`src/rtl/frame_buffer_read_arbiter.sv`:
```
// Round-robin owner of the image buffer RAM read port: grants one frame consumer at a time,
// pins the read bank for the grant, maps bank-relative addresses to physical ones and flags tearing.
module frame_buffer_read_arbiter #(
  parameter int ADDR_W      = 13,
  parameter int BANK_OFFSET = 3072,
  parameter int TIMEOUT     = 0
) (
  input  logic              clk,
  input  logic              rst,
  input  logic              req0,
  input  logic              rel0,
  input  logic [ADDR_W-1:0] laddr0,
  input  logic              req1,
  input  logic              rel1,
  input  logic [ADDR_W-1:0] laddr1,
  input  logic              wr_bank,
  output logic              gnt0,
  output logic              gnt1,
  output logic [ADDR_W-1:0] addr_out,
  output logic              rd_bank,
  output logic              overrun,
  output logic              addr_err,
  output logic              timeout
);

  typedef enum logic [1:0] {IDLE, GRANT0, GRANT1} state_t;

  localparam int CNT_W = (TIMEOUT > 1) ? $clog2(TIMEOUT) : 1;
  localparam logic [CNT_W-1:0] CNT_LAST   = (TIMEOUT > 0) ? CNT_W'(TIMEOUT - 1) : '0;
  localparam logic [ADDR_W:0]  OFFSET_EXT = (ADDR_W + 1)'(BANK_OFFSET);

  state_t             state_q, state_d;
  logic               last_gnt_q, last_gnt_d;
  logic               rd_bank_q, rd_bank_d;
  logic               ovr_done_q, ovr_done_d;
  logic [CNT_W-1:0]   cnt_q, cnt_d;
  logic               gnt0_q, gnt0_d;
  logic               gnt1_q, gnt1_d;
  logic [ADDR_W-1:0]  addr_q, addr_d;
  logic               overrun_q, overrun_d;
  logic               addr_err_q, addr_err_d;
  logic               timeout_q, timeout_d;

  logic               holder;
  logic               rel_holder;
  logic [ADDR_W:0]    laddr_ext;
  logic [ADDR_W:0]    bank_base;
  logic [ADDR_W:0]    phys_sum;

  always_comb begin
    state_d    = state_q;
    last_gnt_d = last_gnt_q;
    rd_bank_d  = rd_bank_q;
    ovr_done_d = ovr_done_q;
    cnt_d      = cnt_q;
    addr_err_d = addr_err_q;
    overrun_d  = 1'b0;
    timeout_d  = 1'b0;
    addr_d     = '0;

    holder     = (state_q == GRANT1);
    rel_holder = holder ? rel1 : rel0;
    laddr_ext  = {1'b0, (holder ? laddr1 : laddr0)};
    bank_base  = rd_bank_q ? OFFSET_EXT : '0;
    phys_sum   = laddr_ext + bank_base;

    case (state_q)
      IDLE: begin
        // Under contention the requester that did not hold last wins; last_gnt resets to 1.
        if (req0 && (!req1 || last_gnt_q)) begin
          state_d    = GRANT0;
          last_gnt_d = 1'b0;
        end else if (req1) begin
          state_d    = GRANT1;
          last_gnt_d = 1'b1;
        end
        if (req0 || req1) begin
          rd_bank_d  = ~wr_bank;
          ovr_done_d = 1'b0;
          cnt_d      = '0;
        end
      end
      GRANT0, GRANT1: begin
        // Out-of-bank addresses (or a wrapped sum) are clamped to the bank base.
        if (laddr_ext >= OFFSET_EXT || phys_sum[ADDR_W]) begin
          addr_d     = bank_base[ADDR_W-1:0];
          addr_err_d = 1'b1;
        end else begin
          addr_d = phys_sum[ADDR_W-1:0];
        end
        if (wr_bank == rd_bank_q && !ovr_done_q) begin
          overrun_d  = 1'b1;
          ovr_done_d = 1'b1;
        end
        if (rel_holder) begin
          state_d = IDLE;
        end else if (TIMEOUT > 0 && cnt_q == CNT_LAST) begin
          state_d   = IDLE;
          timeout_d = 1'b1;
        end else begin
          cnt_d = cnt_q + CNT_W'(1);
        end
      end
      default: state_d = IDLE;
    endcase

    gnt0_d = (state_d == GRANT0);
    gnt1_d = (state_d == GRANT1);
  end

  always_ff @(posedge clk) begin
    if (rst) begin
      state_q    <= IDLE;
      last_gnt_q <= 1'b1;
      rd_bank_q  <= 1'b0;
      ovr_done_q <= 1'b0;
      cnt_q      <= '0;
      gnt0_q     <= 1'b0;
      gnt1_q     <= 1'b0;
      addr_q     <= '0;
      overrun_q  <= 1'b0;
      addr_err_q <= 1'b0;
      timeout_q  <= 1'b0;
    end else begin
      state_q    <= state_d;
      last_gnt_q <= last_gnt_d;
      rd_bank_q  <= rd_bank_d;
      ovr_done_q <= ovr_done_d;
      cnt_q      <= cnt_d;
      gnt0_q     <= gnt0_d;
      gnt1_q     <= gnt1_d;
      addr_q     <= addr_d;
      overrun_q  <= overrun_d;
      addr_err_q <= addr_err_d;
      timeout_q  <= timeout_d;
    end
  end

  assign gnt0     = gnt0_q;
  assign gnt1     = gnt1_q;
  assign addr_out = addr_q;
  assign rd_bank  = rd_bank_q;
  assign overrun  = overrun_q;
  assign addr_err = addr_err_q;
  assign timeout  = timeout_q;

endmodule

```
`config.mk`:
```
export PLATFORM = sky130hd
export DESIGN_NAME = frame_buffer_read_arbiter
export DESIGN_NICKNAME = d
export VERILOG_FILES = /design/src/rtl/frame_buffer_read_arbiter.sv
export SDC_FILE = /design/constraint.sdc
export NUM_CORES = 1
export LEC_CHECK = 0
export ABC_AREA = 1
export CELL_PAD_IN_SITES_DETAIL_PLACEMENT = 2
export CELL_PAD_IN_SITES_GLOBAL_PLACEMENT = 2
export CORE_ASPECT_RATIO = 1.5
export CORE_MARGIN = 3
export CORE_UTILIZATION = 22
export CTS_BUF_LIST = sky130_fd_sc_hd__clkbuf_2 sky130_fd_sc_hd__clkbuf_4 sky130_fd_sc_hd__clkbuf_8
export CTS_CLUSTER_SIZE = 10
export DETAILED_ROUTE_END_ITERATION = 6
export GPL_TIMING_DRIVEN = 0
export HOLD_SLACK_MARGIN = 0.06
export PLACE_DENSITY_LB_ADDON = 0.1
export SLEW_MARGIN = 30
export SYNTH_ARGS = -nofsm -noshare
export SYNTH_HDL_FRONTEND = slang
export SYNTH_SLANG_ARGS = --single-unit
```
`constraint.sdc`:
```
create_clock -name clk -period 3.2 [get_ports clk]
set_input_delay 0.32 -clock clk [delete_from_list [all_inputs] [get_ports clk]]
set_output_delay 0.32 -clock clk [all_outputs]
set_load 0.05 [all_outputs]
```
### Yosys cells after proc, flatten, opt, wreduce, memory -nomap -nowiden

Index checks and enable logic that the tools add are counted.

* register bits after elaboration: 22
* output and inout bits: 19
* word-level logic and storage cells: 50
* bits of input ports: 33

* mux-type cells: 14
* bitwise gates (word level): 2
* equal/unequal tests: 7
* order comparisons: 1
* add/subtract/negate cells: 1
* reductions and logical operators: 16

Operators by type and width (number)
* 2-to-1 mux 13 bit: 2
* adder 13 x 12 -> 14 bit: 1
* greater-or-equal comparator 13 x 12 -> 1 bit, second input constant: 1
* 2-to-1 mux 12 bit: 1
* 2-to-1 mux 1 bit: 6
* 2-to-1 mux 2 bit: 3
* AND reduction 2 bit: 3
* == test 2 x 1 -> 1 bit, second input constant: 2
* == test 2 bit, second input constant: 2
* != test 2 bit, second input constant: 2
* one-hot mux 2 bit (2 select lines): 1
* nonzero test 2 bit: 2
* OR reduction 2 bit: 2
* logical OR 1 bit: 3
* AND reduction 3 bit: 1
* logical AND 1 bit: 2
* logical NOT 1 bit: 2
* logical NOT 2 bit: 1
* inverter 1 bit: 2
* one-hot mux 1 bit (2 select lines): 1
* == test 1 bit: 1

### Longest topological paths before layout

* word-level depth: 6
* gate-level depth with buffers: 9
* gate-level depth less buffers: 9

### Worst setup path after synthesis

No wires, ideal clock.

* kind: register to register
* from: register state_q[0]
* to: register addr_q[11], in the netlist addr_out[11]
* required time: 3139 ps
* path buffers: 0
* library setup time: 61 ps
* stages on the path, launching flop included: 10
* period minus slack after synthesis: 1686 ps
* setup slack: 1514 ps
* arrival time: 1624 ps
* cell sequence: dfxtp_1 -> inv_1 -> ha_1 -> inv_2 -> nand2_1 -> nand2_1 -> ha_1 -> fa_1 -> nand4_1 -> nand2_1

* cells in the longest elaborated chain, start to end: 5
* elaborated cells between the ends (all ways): 10
* classes of those cells: add/sub: 1; order compare: 1; eq/ne: 2; mux: 2; bitwise: 1; reduce/logical: 3

RTL lines
* start: declaration: RTL line 32 `state_t state_q, state_d;`
* start signal: assignment: RTL line 125 `state_q <= state_d;`
* == test 2 bit: RTL line 61, 67
* 2-to-1 mux 13 bit: RTL line 63 `laddr_ext = {1'b0, (holder ? laddr1 : laddr0)};`
* adder 13 x 12 -> 14 bit or greater-or-equal comparator 13 x 12 -> 1 bit (tied branches): RTL line 65, 85
* logical OR 1 bit: RTL line 85 `if (laddr_ext >= OFFSET_EXT || phys_sum[ADDR_W]) begin`
* 2-to-1 mux 13 bit: RTL line 85
* end signal: assignment: RTL line 132 `addr_q <= addr_d;`
* end: declaration: RTL line 39 `logic [ADDR_W-1:0] addr_q, addr_d;`

Several ways; a longest one is shown, not always the timed one.
A chain may end at the register's enable or synchronous reset.

### Final worst setup path

* from: register rd_bank_q, in the netlist rd_bank
* to: output port rd_bank

RTL lines
* start: declaration: RTL line 34 `logic rd_bank_q, rd_bank_d;`
* start signal: assignment: RTL line 127 `rd_bank_q <= rd_bank_d;`
* end: declaration: RTL line 20 `output logic rd_bank,`

No word-level cell between the ends.

==> qor.yml <==
cpPeakStageDelay_ps: 860
hold_end: "ovr_done_q"
stdcell_count: 227
clock_latency_ps: 260
wl_per_cell_um: 13.1
cts_root_buf: "clkbuf_8"
clock_skew_ps: 5.28
required_ps: 2880
path_delay_family: "buffers and inverters"
dp_hpwl_mm: 2.54
synth_seq_cells: 22
critPathCaptureType: "output port"
rsz0062_at_grt: "no"
hold-path-cell-count: 2
drv_cap: 0
fin_tns_setup_ps: 0
dp_cells: 224
min_from: "ovr_done_q"
rr_startpoint: "state_q[0]"
maxSlewHeadroom: 0.655
setup_viol_count_final: 0
grt_usage: 0.122
cts_setup_buffers: 0
ys_types: 22
synth-seq-area-share: 0.446
hold_violations: 0
leakage_nw: 0.690
r2r_cells: 9
cpMaxStageDelayCell: "clkdlybuf4s50_1"
tightest_slew_ps: 516
p_per_area_nw_per_um2: 433
drt_first_pass_iters: 3
port_buffers: 50
status: "finished clean"
ys_warn_count: 0
start_util: 0.231
grt_pass1_vias: 1136
cp-start-kind: "flip-flop"
gp_congestion: 0.715
die_width_um: 60.7
clk_pin_slew_worst_paths_ps: 80
finalCritPeriodShare: 0.603
drive_gt1_frac: 0.0939
cts_resized: 0
area_growth_pct: 60.7
worstPathMaxFanout: 6
crit_chain: "clkdlybuf4s50_1"
synth_nets: 166
r2r_slack_ps: 1280
grt_max_degree: 12
num_rows: 29
finalCriticalPeriod_ps: 1930
netlist_area_um2: 987
drt-vias-per-instance: 4.47
antenna_found_initial: 0
numClockSinks: 22
final_antenna_net_count: 0
synth_area_per_cell_um2: 7.71
h-tree-depth: 1
finalMaxSlewViolations: 0
cts_buffer_depth: 2
die-area_um2: 5340
cp.depth: 1
holdBufCountCts: 0
finalWirelength_mm: 2.97
antenna_cells: 0
die_h_um: 88.0
critPathBufInv: 1
drt-initial-drc-count: 9
holdWs_ps: 467
core-area_um2: 4280
numCtsBuffers: 3
drc: 0
cts_tree: "yes"
final_core_util: 0.371
netlist_instances: 128
path_class: "flip-flop to output port"
pin_count: 52
r2r_end: "addr_out[11]"
grt_overflow: 0
max_freq_mhz: 518
min_path_type: "flip-flop to flip-flop"
grt_pass1_wl_mm: 4.86
peakVddDrop_mv: 0.125
fin_nets: 221
vias: 1015
arrival_ps: 1610
final_cell_mix: "clkdlybuf4s50_1, nand2_1, dfxtp_1"
final_common_cell: "clkdlybuf4s50_1"
==> report_power, final <==
part / leakage, nW / switching, mW / total (mW) / internal, mW
Combinational: 0.489 / 0.125 / 0.212 / 0.0877
Sequential: 0.179 / 0.0107 / 0.303 / 0.293
Clock: 0.0216 / 0.0869 / 0.171 / 0.0839
Total: 0.690 / 0.222 / 0.686 / 0.464
==> through the flow <==
stage	setup slack (ps)	area (µm²)	power [mW]
floorplan	1510	987	0.436
global placement	1340	1550	0.520
detailed placement	1270	1550	0.528
CTS	1240	1590	0.705
global route	1130	1590	0.737
finish	1270	1590	0.686
==> worst max path at each step <==
stage,end,slack (ps),from
finish,rd_bank,1270,rd_bank
global placement,addr_out[11],1340,state_q[0]
CTS,rd_bank,1240,rd_bank
floorplan,addr_out[11],1510,state_q[0]
detailed placement,addr_out[11],1270,state_q[0]
global route,addr_out[11],1130,state_q[0]
==> Yosys cell counts, drive strengths merged <==
cell type	number	area share
a21oi	12	0.095
and3	1	0.0063
buf	2	0.019
clkbuf	2	0.0076
conb	1	0.0038
dfxtp	22	0.45
fa	1	0.020
ha	4	0.051
inv	14	0.053
nand2	49	0.19
nand3	5	0.030
nand4	4	0.025
nor2	7	0.027
o211ai	1	0.0076
o21ai	2	0.010
xnor2	1	0.0089
==> state kept, by name, summed over array words and instances, names as in the netlist <==
name / count
state_q: 2
ovr_done_q: 1
addr_out: 13
gnt1: 1
overrun: 1
rd_bank: 1
gnt0: 1
last_gnt_q: 1
addr_err: 1
==> cell type report <==
type                            instances  area, µm²
Fill cell                             524       2700
Timing Repair Buffer                   50        500
Multi-Input combinational cell         88        468
Sequential cell                        22        440
Tap cell                               46       57.6
Inverter                               14       52.6
Clock buffer                            3       41.3
Buffer                                  4       26.3
==> kinds of logic (layout without fill, tap and decap cells) <==
family | Yosys count | in the layout | synth area share
simple gates | 66 | 66 | 0.278
compound gates | 15 | 15 | 0.113
fa+ha+maj | 5 | 5 | 0.0710
other cells | 1 | 1 | 0.00380
buf+inv | 18 | 71 | 0.0799
flops | 22 | 22 | 0.446
xor+xnor | 1 | 1 | 0.00887
==> metal layers <==
| layer | track usage | vias to the layer above | wire length [µm] |
|---|---|---|---|
| met5 | 0 | - | 0 |
| met4 | 0.0473 | 0 | 38 |
| met3 | 0.0428 | 2 | 261 |
| met2 | 0.234 | 33 | 1650 |
| met1 | 0.113 | 472 | 1020 |
| li1 | - | 508 | - |
Note: power is estimated with default switching activity, not from simulation.
